File: src/rtl/rx_serie_paralelo_pkg.sv
// Shared K-symbol constants and receive-alignment state encoding; no logic, no latency.
// Also used by the downstream K28.5 detector.
package rx_serie_paralelo_pkg;

    localparam logic [7:0] COM  = 8'hBC;
    localparam logic [7:0] STP  = 8'hFB;
    localparam logic [7:0] SDP  = 8'h5C;
    localparam logic [7:0] SKP  = 8'h1C;
    localparam logic [7:0] END  = 8'hFD;
    localparam logic [7:0] EDB  = 8'hFE;
    localparam logic [7:0] FTS  = 8'h3C;
    localparam logic [7:0] IDLE = 8'h7C;

    typedef enum logic [1:0] {
        HUNT   = 2'd0,
        VERIFY = 2'd1,
        LOCKED = 2'd2
    } rx_state_e;

    function automatic logic [3:0] sat_inc4(input logic [3:0] v);
        return (v == 4'hF) ? v : v + 4'd1;
    endfunction

    function automatic logic [7:0] sat_inc8(input logic [7:0] v);
        return (v == 8'hFF) ? v : v + 8'd1;
    endfunction

endpackage

File: src/rtl/rx_com_match.sv
// Combinational comma comparator on the candidate byte; zero latency, no backpressure.
// With RX_POLARITY_INV_EN defined it also flags the bitwise-inverted comma.
module rx_com_match
    import rx_serie_paralelo_pkg::*;
#(
    parameter logic [7:0] COM_SYM = COM
) (
    input  logic [7:0] i_cand,
    output logic       o_is_com,
    output logic       o_is_inv
);

    assign o_is_com = (i_cand == COM_SYM);

`ifdef RX_POLARITY_INV_EN
    assign o_is_inv = (i_cand == ~COM_SYM);
`else
    assign o_is_inv = 1'b0;
`endif

endmodule

File: src/rtl/rx_serie_paralelo.sv
// Serial-to-byte deserializer with comma alignment and lock tracking; 1-cycle latency after a byte's last bit.
// No backpressure: enb gates bit sampling; optional RX_POLARITY_INV_EN adds inverted-comma polarity correction.
module rx_serie_paralelo #(
    parameter logic [7:0] COM        = 8'hBC,
    parameter int         LOCK_COUNT = 4,
    parameter int         MAX_GAP    = 64
) (
    input  logic       clk,
    input  logic       rst,
    input  logic       enb,
    input  logic       rx_serial,
    output logic [7:0] rx_DataE,
    output logic       byte_valid,
    output logic       sync,
    output logic       lock_lost
);
    import rx_serie_paralelo_pkg::*;

    rx_state_e  r_state, w_state_nxt;
    logic [7:0] r_sr, w_cand;
    logic [2:0] r_bit_cnt, w_bit_cnt_nxt;
    logic [3:0] r_com_cnt, w_com_cnt_nxt;
    logic [7:0] r_gap_cnt, w_gap_cnt_nxt;
    logic [7:0] r_data, w_data_nxt;
    logic       r_vld, w_vld_nxt;
    logic       r_sync;
    logic       r_lost, w_lost_nxt;
    logic       w_bit, w_is_com, w_is_inv, w_hunt_match;
    logic       w_boundary, w_com_done, w_gap_over;

`ifdef RX_POLARITY_INV_EN
    logic r_pol;

    // Polarity is latched on an inverted-comma hit and forgotten whenever alignment is abandoned.
    always_ff @(posedge clk) begin
        if (rst) begin
            r_pol <= 1'b0;
        end else if (enb) begin
            if (w_state_nxt == HUNT)
                r_pol <= 1'b0;
            else if (r_state == HUNT && w_is_inv)
                r_pol <= 1'b1;
        end
    end

    assign w_bit = rx_serial ^ r_pol;
`else
    assign w_bit = rx_serial;
`endif

    assign w_cand       = {r_sr[6:0], w_bit};
    assign w_hunt_match = w_is_com | w_is_inv;
    assign w_boundary   = (r_bit_cnt == 3'd7);
    assign w_com_done   = ((int'(r_com_cnt) + 1) == LOCK_COUNT);
    assign w_gap_over   = ((int'(r_gap_cnt) + 1) > MAX_GAP);

    rx_com_match #(.COM_SYM(COM)) u_com_match (
        .i_cand   (w_cand),
        .o_is_com (w_is_com),
        .o_is_inv (w_is_inv)
    );

    always_ff @(posedge clk) begin
        if (rst) begin
            r_state   <= HUNT;
            r_sr      <= 8'h00;
            r_bit_cnt <= 3'd0;
            r_com_cnt <= 4'd0;
            r_gap_cnt <= 8'd0;
            r_data    <= 8'h00;
            r_vld     <= 1'b0;
            r_sync    <= 1'b0;
            r_lost    <= 1'b0;
        end else if (enb) begin
            r_state   <= w_state_nxt;
            r_sr      <= w_cand;
            r_bit_cnt <= w_bit_cnt_nxt;
            r_com_cnt <= w_com_cnt_nxt;
            r_gap_cnt <= w_gap_cnt_nxt;
            r_data    <= w_data_nxt;
            r_vld     <= w_vld_nxt;
            r_sync    <= (w_state_nxt == LOCKED);
            r_lost    <= w_lost_nxt;
        end else begin
            r_vld  <= 1'b0;
            r_lost <= 1'b0;
        end
    end

    always_comb begin
        w_state_nxt = r_state;
        case (r_state)
            HUNT: begin
                if (w_hunt_match)
                    w_state_nxt = (LOCK_COUNT == 1) ? LOCKED : VERIFY;
            end
            VERIFY: begin
                if (w_boundary) begin
                    if (w_is_com) begin
                        if (w_com_done)
                            w_state_nxt = LOCKED;
                    end else if (w_gap_over) begin
                        w_state_nxt = HUNT;
                    end
                end
            end
            LOCKED: begin
                if (w_boundary && !w_is_com && w_gap_over)
                    w_state_nxt = HUNT;
            end
            default: w_state_nxt = HUNT;
        endcase
    end

    always_comb begin
        w_bit_cnt_nxt = r_bit_cnt;
        w_com_cnt_nxt = r_com_cnt;
        w_gap_cnt_nxt = r_gap_cnt;
        w_data_nxt    = r_data;
        w_vld_nxt     = 1'b0;
        w_lost_nxt    = 1'b0;
        case (r_state)
            HUNT: begin
                if (w_hunt_match) begin
                    w_bit_cnt_nxt = 3'd0;
                    w_com_cnt_nxt = 4'd1;
                    w_gap_cnt_nxt = 8'd0;
                    if (LOCK_COUNT == 1) begin
                        w_data_nxt = COM;
                        w_vld_nxt  = 1'b1;
                    end
                end
            end
            VERIFY: begin
                w_bit_cnt_nxt = r_bit_cnt + 3'd1;
                if (w_boundary) begin
                    if (w_is_com) begin
                        w_com_cnt_nxt = sat_inc4(r_com_cnt);
                        w_gap_cnt_nxt = 8'd0;
                        if (w_com_done) begin
                            w_data_nxt = w_cand;
                            w_vld_nxt  = 1'b1;
                        end
                    end else begin
                        w_gap_cnt_nxt = sat_inc8(r_gap_cnt);
                        if (w_gap_over)
                            w_com_cnt_nxt = 4'd0;
                    end
                end
            end
            LOCKED: begin
                w_bit_cnt_nxt = r_bit_cnt + 3'd1;
                if (w_boundary) begin
                    // The byte that exhausts the gap budget is still handed downstream.
                    w_data_nxt = w_cand;
                    w_vld_nxt  = 1'b1;
                    if (w_is_com) begin
                        w_gap_cnt_nxt = 8'd0;
                    end else begin
                        w_gap_cnt_nxt = sat_inc8(r_gap_cnt);
                        if (w_gap_over) begin
                            w_lost_nxt    = 1'b1;
                            w_com_cnt_nxt = 4'd0;
                        end
                    end
                end
            end
            default: ;
        endcase
    end

    assign rx_DataE   = r_data;
    assign byte_valid = r_vld;
    assign sync       = r_sync;
    assign lock_lost  = r_lost;

endmodule

File: config.mk
export PLATFORM = sky130hd
export DESIGN_NAME = rx_serie_paralelo
export DESIGN_NICKNAME = d
export VERILOG_FILES = /design/src/rtl/rx_serie_paralelo_pkg.sv /design/src/rtl/rx_com_match.sv /design/src/rtl/rx_serie_paralelo.sv
export SDC_FILE = /design/constraint.sdc
export NUM_CORES = 1
export LEC_CHECK = 0
export CAP_MARGIN = 20
export CORE_MARGIN = 5
export CORE_UTILIZATION = 51
export DETAILED_ROUTE_END_ITERATION = 7
export PLACE_DENSITY = 0.77
export SLEW_MARGIN = 20
export SYNTH_ARGS = -nofsm -noshare
export SYNTH_HDL_FRONTEND = slang
export SYNTH_SLANG_ARGS = --single-unit
File: constraint.sdc
create_clock -name clk -period 2.1 [get_ports clk]
set_clock_uncertainty 0.1 [all_clocks]
set_input_delay 0.525 -clock clk [delete_from_list [all_inputs] [get_ports clk]]
set_output_delay 0.525 -clock clk [all_outputs]
set_load 0.01 [all_outputs]
==> results.md, run 1 <==
* Layout Nets at about 280
* Synth Area in Compound Gates at a little under a fifth
* Sequential fraction of the synthesis area at 37.7%
* Antenna fix cells at 0
* Max_cap viols at 0
* Element type at the critical path start: register
* Static power due to leakage at ~0.94 nW
* Number of distinct library cells after synthesis at between 40 and 50
* CTS tree: built
* Worst Setup End Kind: register
* Synth warn at 0
* Ratio of routed vias to standard cells at 5.58
* Syn nets at ~230
* Post-synthesis share of cell area spent on full adders, half adders and majority gates at under 10%
* Final worst slack at slightly above 0.07 ns
* Final-layout setup total negative slack at 0 ns
* Input/output buffers at 14
* Area of the core at approximately 3600 um^2
* Post-detailed-placement half-perimeter wirelength at 3100 um
* TritonCTS sink count at 35
* Total cell area at the placement stage at 2280 um^2
* Number of nets with antenna violations after routing at 0
* Die extent in y at 70.4 um
* Floorplan die area at roughly 5000 um^2
* Via count of the routed design at roughly 1.8k
* Transition time at the pin with the least slew margin at between 0.3 and 0.4 ns
* Unrepaired setup endpoints after global routing: yes
* Total wire length after detailed routing at roughly 4500 um
* Path category of the worst min-delay check: reg -> reg
* GRT Overall Usage at a little under 20%
* Clock period minus worst slack at just over 2 ns
* Worst setup slack after placement at -0.406 ns
* XOR/XNOR share of the synthesized area at 0%
* Overall power consumption at between 0.001 and 0.0015 W
* Worst slew margin at ~76%
* Initial DRC Count at ~110
* Arrival time at the worst endpoint at approximately 2.1 ns
* Overall die width at about 70 um
* Cell count after synthesis at around 220
* Largest net degree at the start of global routing at 29
* Placement row count at 22
* Largest buffer count on any clock path at 2
* Crit share post-route at a little over nine tenths
* Combinational family with the most area after synthesis: simple AND/OR/NAND/NOR gates
* Synthesized flop and latch total at 35
* Top-level I/O count at 15
* GRT Residual Overflow at 0
* Commonest non-fill, non-tap cells in the layout: dfxtp_1 (31), buf_4 (30), nor2_1 (28), nand2_1 (23), a21oi_1 (18)
* Vias in the first global route at 1724
* Synth Area in Simple Gates at roughly 27%
* Run status: finished, final reports clean
* Total power density per cell area at around 530 nW/um^2
* Setup Crit Path Kind: reg -> reg
* Global-route wire length before repair at a little under 8000 um
* Count of endpoints failing hold in the final timing report at 0
* Final core utilization at between 60% and 70%
* Pins over their slew limit at 0
* Mean area per synthesized cell at 8.42 um^2
* Proportion of register bits with asynchronous set or reset after synthesis at 0%
* Later-pin clock latency in the skew report at ~0.29 ns
* Number of CTS-inserted buffers at 5
* CTS root buffer: clkbuf_8
* Setup-failing EPs final at 0
* Worst-path clk slew at around 0.080 ns
* DRC violations left at 0
* Most common cell after layout, fill and taps aside: dfxtp_1
* Cell area after layout at between 2000 and 3000 um^2
* Avg WL per Cell at roughly 14 um
* Worst vdd ir at between 500 and 600 uV
* FMAX at a little under 500 MHz
* Top_reg_cell synth: dfxtp_1
* Relative area change from synthesis to final layout at 35.5%
* Top fanout value on the critical path at 5
* Critical path required time at ~2.2 ns
* Number of antenna violations at the first check in global routing at 0
* Pre-Repair DR Iteration Count at 4
* Number of enable-type register cells in the synthesized netlist at 0
* Fraction of final layout cells with drive strength greater than 1 at 26.4%
* Multiplexer share of the synthesized area at under 10%
* Cell Area, Synth at 1860 um^2
* RD Place Congestion at 0.902
* # H-tree levels at 2
* Initial core utilization at 51.6%
-- Yosys cell counts (all sizes together), types with 4 or more instances --
| cell | n | share of area [%] |
|---|---|---|
| clkbuf | 5 | 1.1 |
| dfxtp | 35 | 38 |
| nand2 | 25 | 5.2 |
| a211oi | 5 | 2.0 |
| ha | 9 | 6.1 |
| nand2b | 5 | 1.7 |
| a21oi | 22 | 6.1 |
| nor2 | 28 | 5.6 |
| o21ai | 10 | 2.7 |
| nand4 | 4 | 1.3 |
| nor3 | 9 | 3.0 |
| nand3 | 8 | 2.2 |
| inv | 9 | 1.8 |
| mux2i | 15 | 8.1 |
-- stage by stage --
stage / std cells / hold slack, ns
finish: 317 / 0.361
global route: 317 / 0.401
CTS: 315 / 0.362
detailed placement: 306 / 0.350
global placement: 306 / 0.344
floorplan: 221 / 0.336
-- power breakdown --
group          internal, W  switching [W]
Sequential        0.000663     0.00000301
Clock             0.000360       0.000273
Combinational    0.0000200      0.0000242
-- worst max-delay path, cell delays in order (launching register included) --
cell     delay (ns)
dfxtp_4        0.37
ha_1           0.20
and3_1         0.19
o21ai_1        0.11
o311a_1        0.19
nor3_1         0.06
buf_4          0.16
o31a_1         0.31
a31o_2         0.24
-- state kept, by name, summed over array words and instances (netlist names) --
name	count
byte_valid	1
r_sr	7
r_gap_cnt	8
r_bit_cnt	3
r_com_cnt	4
sync	1
rx_DataE	8
r_state	2
lock_lost	1
-- per-layer routing --
metal  global-route usage (%)  vias to the layer above  routed length (um)
li1                         -                      887                   -
met4                     7.23                        0                  59
met2                     33.3                       44                2250
met5                        0                        -                   0
met1                     22.5                      832                1960
met3                     5.18                        6                 214
-- path summary, 6_finish.rpt --
| check | startpoint | to | slack (ns) | depth (start not counted) |
|---|---|---|---|---|
| setup / recovery | r_gap_cnt[0]$_SDFFE_PP0P_ | r_state[0]$_SDFFE_PP0P_ | 0.07 | 8 |
| hold / removal | r_bit_cnt[1]$_SDFFE_PP0P_ | r_bit_cnt[1]$_SDFFE_PP0P_ | 0.36 | 2 |
| setup reg to reg | r_gap_cnt[0]$_SDFFE_PP0P_ | r_state[0]$_SDFFE_PP0P_ | 0.07 | 8 |
| hold reg to reg | r_bit_cnt[1]$_SDFFE_PP0P_ | r_bit_cnt[1]$_SDFFE_PP0P_ | 0.36 | 2 |
-- cell families (layout without fill, tap and decap cells) --
logic type                 after synthesis  count (layout)
DFF                                     35              35
buffers and inverters                   15              63
muxes                                   15              15
AOI/OAI and AO/OA                       52              52
adders and majority gates                9               9
and+or+nand+nor                         95              95
-- layout make-up --
type | instances | area [um^2]
Clock buffer | 5 | 68.8
Clock inverter | 3 | 47.5
Fill cell | 267 | 1080
Inverter | 9 | 33.8
Multi-Input combinational cell | 171 | 1200
Sequential cell | 35 | 711
Tap cell | 48 | 60.1
Timing Repair Buffer | 46 | 404
-- what timing repair did --
action	in CTS	in global routing
buffers inserted	1	2
pin swaps	6	8
hold buffers	0	0
gates resized for setup	13	16
endpoints found under the setup margin	11	21
Note: power is estimated with default switching activity, not from simulation.
==> run 2: changes to the inputs <==
--- a/config.mk
+++ b/config.mk
@@ -9,7 +9,8 @@
 export CORE_MARGIN = 5
 export CORE_UTILIZATION = 51
 export DETAILED_ROUTE_END_ITERATION = 7
-export PLACE_DENSITY = 0.77
+export GPL_ROUTABILITY_DRIVEN = 0
+export PLACE_DENSITY = 0.74
 export SLEW_MARGIN = 20
 export SYNTH_ARGS = -nofsm -noshare
 export SYNTH_HDL_FRONTEND = slang
==> results.md, run 2 (synthesized netlist as in run 1, its figures left out) <==
* DRC violations left at 0 (unchanged)
* Cell-internal power at 0.000923 W (-11%)
* Critical path required time at 2.18 ns (about the same)
* Worst-path clk slew at 0.08 ns (about the same)
* Pre-Repair DR Iteration Count at 4 (unchanged)
* Setup Crit Path Kind: reg -> reg
* Run status: finished, final reports clean
* CTS tree: built
* Number of CTS-inserted buffers at 5 (unchanged)
* Worst vdd ir at 653 uV (+13%)
* Floorplan die area at 4960 um^2 (unchanged)
* Top-level I/O count at 15 (unchanged)
* Fraction of final layout cells with drive strength greater than 1 at 23.6% (-2.8 points)
* Area occupied by multi-input gates at 1170 um^2 (-2.4%)
* Crit share post-route at 99.0% (+2.4 points)
* Storage cell area at 706 um^2 (-0.70%)
* Die extent in y at 70.4 um (unchanged)
* Most common cell after layout, fill and taps aside: dfxtp_1
* Element type at the critical path start: register
* Switching part of the total at 23.8% (+1.4 points)
* Avg WL per Cell at 13.7 um (-3.3%)
* Layout Nets at 279 (-0.71%)
* Part of the total power dissipated in the clock network at 41.2% (-5.9 points)
* Total wire length after detailed routing at 4310 um (-3.9%)
* GRT Residual Overflow at 0 (unchanged)
* Total cell area at the placement stage at 2280 um^2 (unchanged)
* Overall die width at 70.4 um (unchanged)
* Commonest non-fill, non-tap cells in the layout: dfxtp_1 (31), buf_4 (28), nor2_1 (27), nand2_1 (24), a21oi_1 (20)
* Relative area change from synthesis to final layout at 31.6%
* Worst setup slack after placement at -0.399 ns (+0.00644 ns)
* Setup-failing EPs final at 0 (unchanged)
* FMAX at 481 MHz (-2.5%)
* Count of endpoints failing hold in the final timing report at 0 (unchanged)
* Library cell contributing the largest single delay on the critical path: dfxtp_2
* Cell type group with the largest total delay on the critical path: compound AO/OA/AOI/OAI gates
* Ratio of routed vias to standard cells at 5.45 (-2.3%)
* Worst stage delay on the critical path at 0.34 ns (-0.03 ns)
* Clock period minus worst slack at 2.08 ns (+0.0509 ns)
* Portion of total power attributed to sequential cells at 55.2% (+5.6 points)
* Largest buffer count on any clock path at 2 (unchanged)
* CTS root buffer: clkbuf_8
* Initial DRC Count at 141 (+32%)
* Cell area after layout at 2450 um^2 (-2.9%)
* Worst Setup End Kind: register
* Worst slew margin at 77.4% (+1.1 points)
* Final core utilization at 67.9% (-2.0 points)
* Antenna fix cells at 0 (unchanged)
* Global-route wire length before repair at 7180 um (-6.6%)
* Vias in the first global route at 1623 (-5.9%)
* Unrepaired setup endpoints after global routing: yes
* Final worst slack at 0.0213 ns (-0.0509 ns)
* Worst path cell trace: ha_1 > and3_1 > o21ai_1 > o311a_4 > nor3_2 > buf_4 > o31a_1 > a31o_2
* Buffer and inverter count on the worst path at 1 (unchanged)
* Relative contribution of combinational cells to total power at 3.7% (+0.4 points)
* Final-layout setup total negative slack at 0 ns (unchanged)
* Area of the core at 3610 um^2 (unchanged)
* Transition time at the pin with the least slew margin at 0.338 ns (-0.0146 ns)
* Filler cell count at 319 (+19%)
* Placement row count at 22 (unchanged)
* Total power density per cell area at 494 nW/um^2 (-7.1%)
* Static power due to leakage at 0.912 nW (-2.6%)
* Initial core utilization at 51.6% (unchanged)
* Max_cap viols at 0 (unchanged)
* Post-detailed-placement half-perimeter wirelength at 3050 um (-1.5%)
* Later-pin clock latency in the skew report at 0.29 ns (about the same)
* Pins over their slew limit at 0 (unchanged)
* Switching power at 0.000288 W (-4.1%)
* TritonCTS sink count at 35 (unchanged)
* Via count of the routed design at 1717 (-2.9%)
* # H-tree levels at 2 (unchanged)
* Largest net degree at the start of global routing at 30 (+3.4%)
* GRT Overall Usage at 18.1% (-1.2 points)
* Input/output buffers at 14 (unchanged)
* Top fanout value on the critical path at 4 (-1)
* Path category of the worst min-delay check: reg -> reg
* Arrival time at the worst endpoint at 2.16 ns (+0.04 ns)
* Hold bufs inserted after CTS at 0 (unchanged)
* Number of nets with antenna violations after routing at 0 (unchanged)
* Number of antenna violations at the first check in global routing at 0 (unchanged)
-- run 2: layer usage --
layer  wire (um)  vias to the layer above  GRT usage [%]
met1        1980                      791           22.2
met3         135                       10           4.89
met5           0                        -              0
li1            -                      884              -
met4          82                        0           8.09
met2        2110                       32           29.2
-- run 2: area by class of cell --
type	instances	area share, %
repair buffers	44	15.9
inverters	9	1.38
well taps	48	2.45
flip-flops and latches	35	28.8
clock inverters	3	0.971
multi-input cells	171	47.7
clock buffers	5	2.81
-- run 2: timing repair --
item                                    in CTS  in global routing
endpoints found under the setup margin      17                 22
buffers inserted                             1                  0
pin swaps                                    4                  3
gates resized for setup                     10                 10
-- run 2: path summary, 6_finish.rpt --
kind / start / endpoint / cells past startpoint / slack [ns]
worst max register to register: r_gap_cnt[0]$_SDFFE_PP0P_ / r_state[0]$_SDFFE_PP0P_ / 8 / 0.02
worst min register to register: r_bit_cnt[1]$_SDFFE_PP0P_ / r_bit_cnt[1]$_SDFFE_PP0P_ / 2 / 0.36
worst min-delay path: r_bit_cnt[1]$_SDFFE_PP0P_ / r_bit_cnt[1]$_SDFFE_PP0P_ / 2 / 0.36
worst max-delay path: r_gap_cnt[0]$_SDFFE_PP0P_ / r_state[0]$_SDFFE_PP0P_ / 8 / 0.02
-- run 2: worst reg2reg max path: cells and delay by family (launching register included) --
kind,cells,cell delay [ns]
buffers and inverters,1,0.16
adder cells (fa/ha/maj),1,0.21
AND/OR/NAND/NOR,2,0.24
AO/OA/AOI/OAI,4,0.91
flip-flops,1,0.34
-- run 2: power groups by stage --
| stage | combinational (W) | clock [W] | sequential (W) |
|---|---|---|---|
| global placement | 0.0000442 | 0 | 0.000684 |
| detailed placement | 0.0000444 | 0 | 0.000684 |
| CTS | 0.0000442 | 0.000513 | 0.000668 |
| floorplan | 0.0000229 | 0 | 0.000683 |
| finish | 0.0000442 | 0.000498 | 0.000668 |
| global route | 0.0000477 | 0.000546 | 0.000669 |
-- run 2: per-stage QoR --
stage	total power, W	hold WS (ns)	std cells
after CTS	0.00123	0.366	315
after detailed placement	0.000728	0.355	306
after global placement	0.000728	0.345	306
after global routing	0.00126	0.388	315
after floorplan	0.000706	0.336	221
final	0.00121	0.361	315
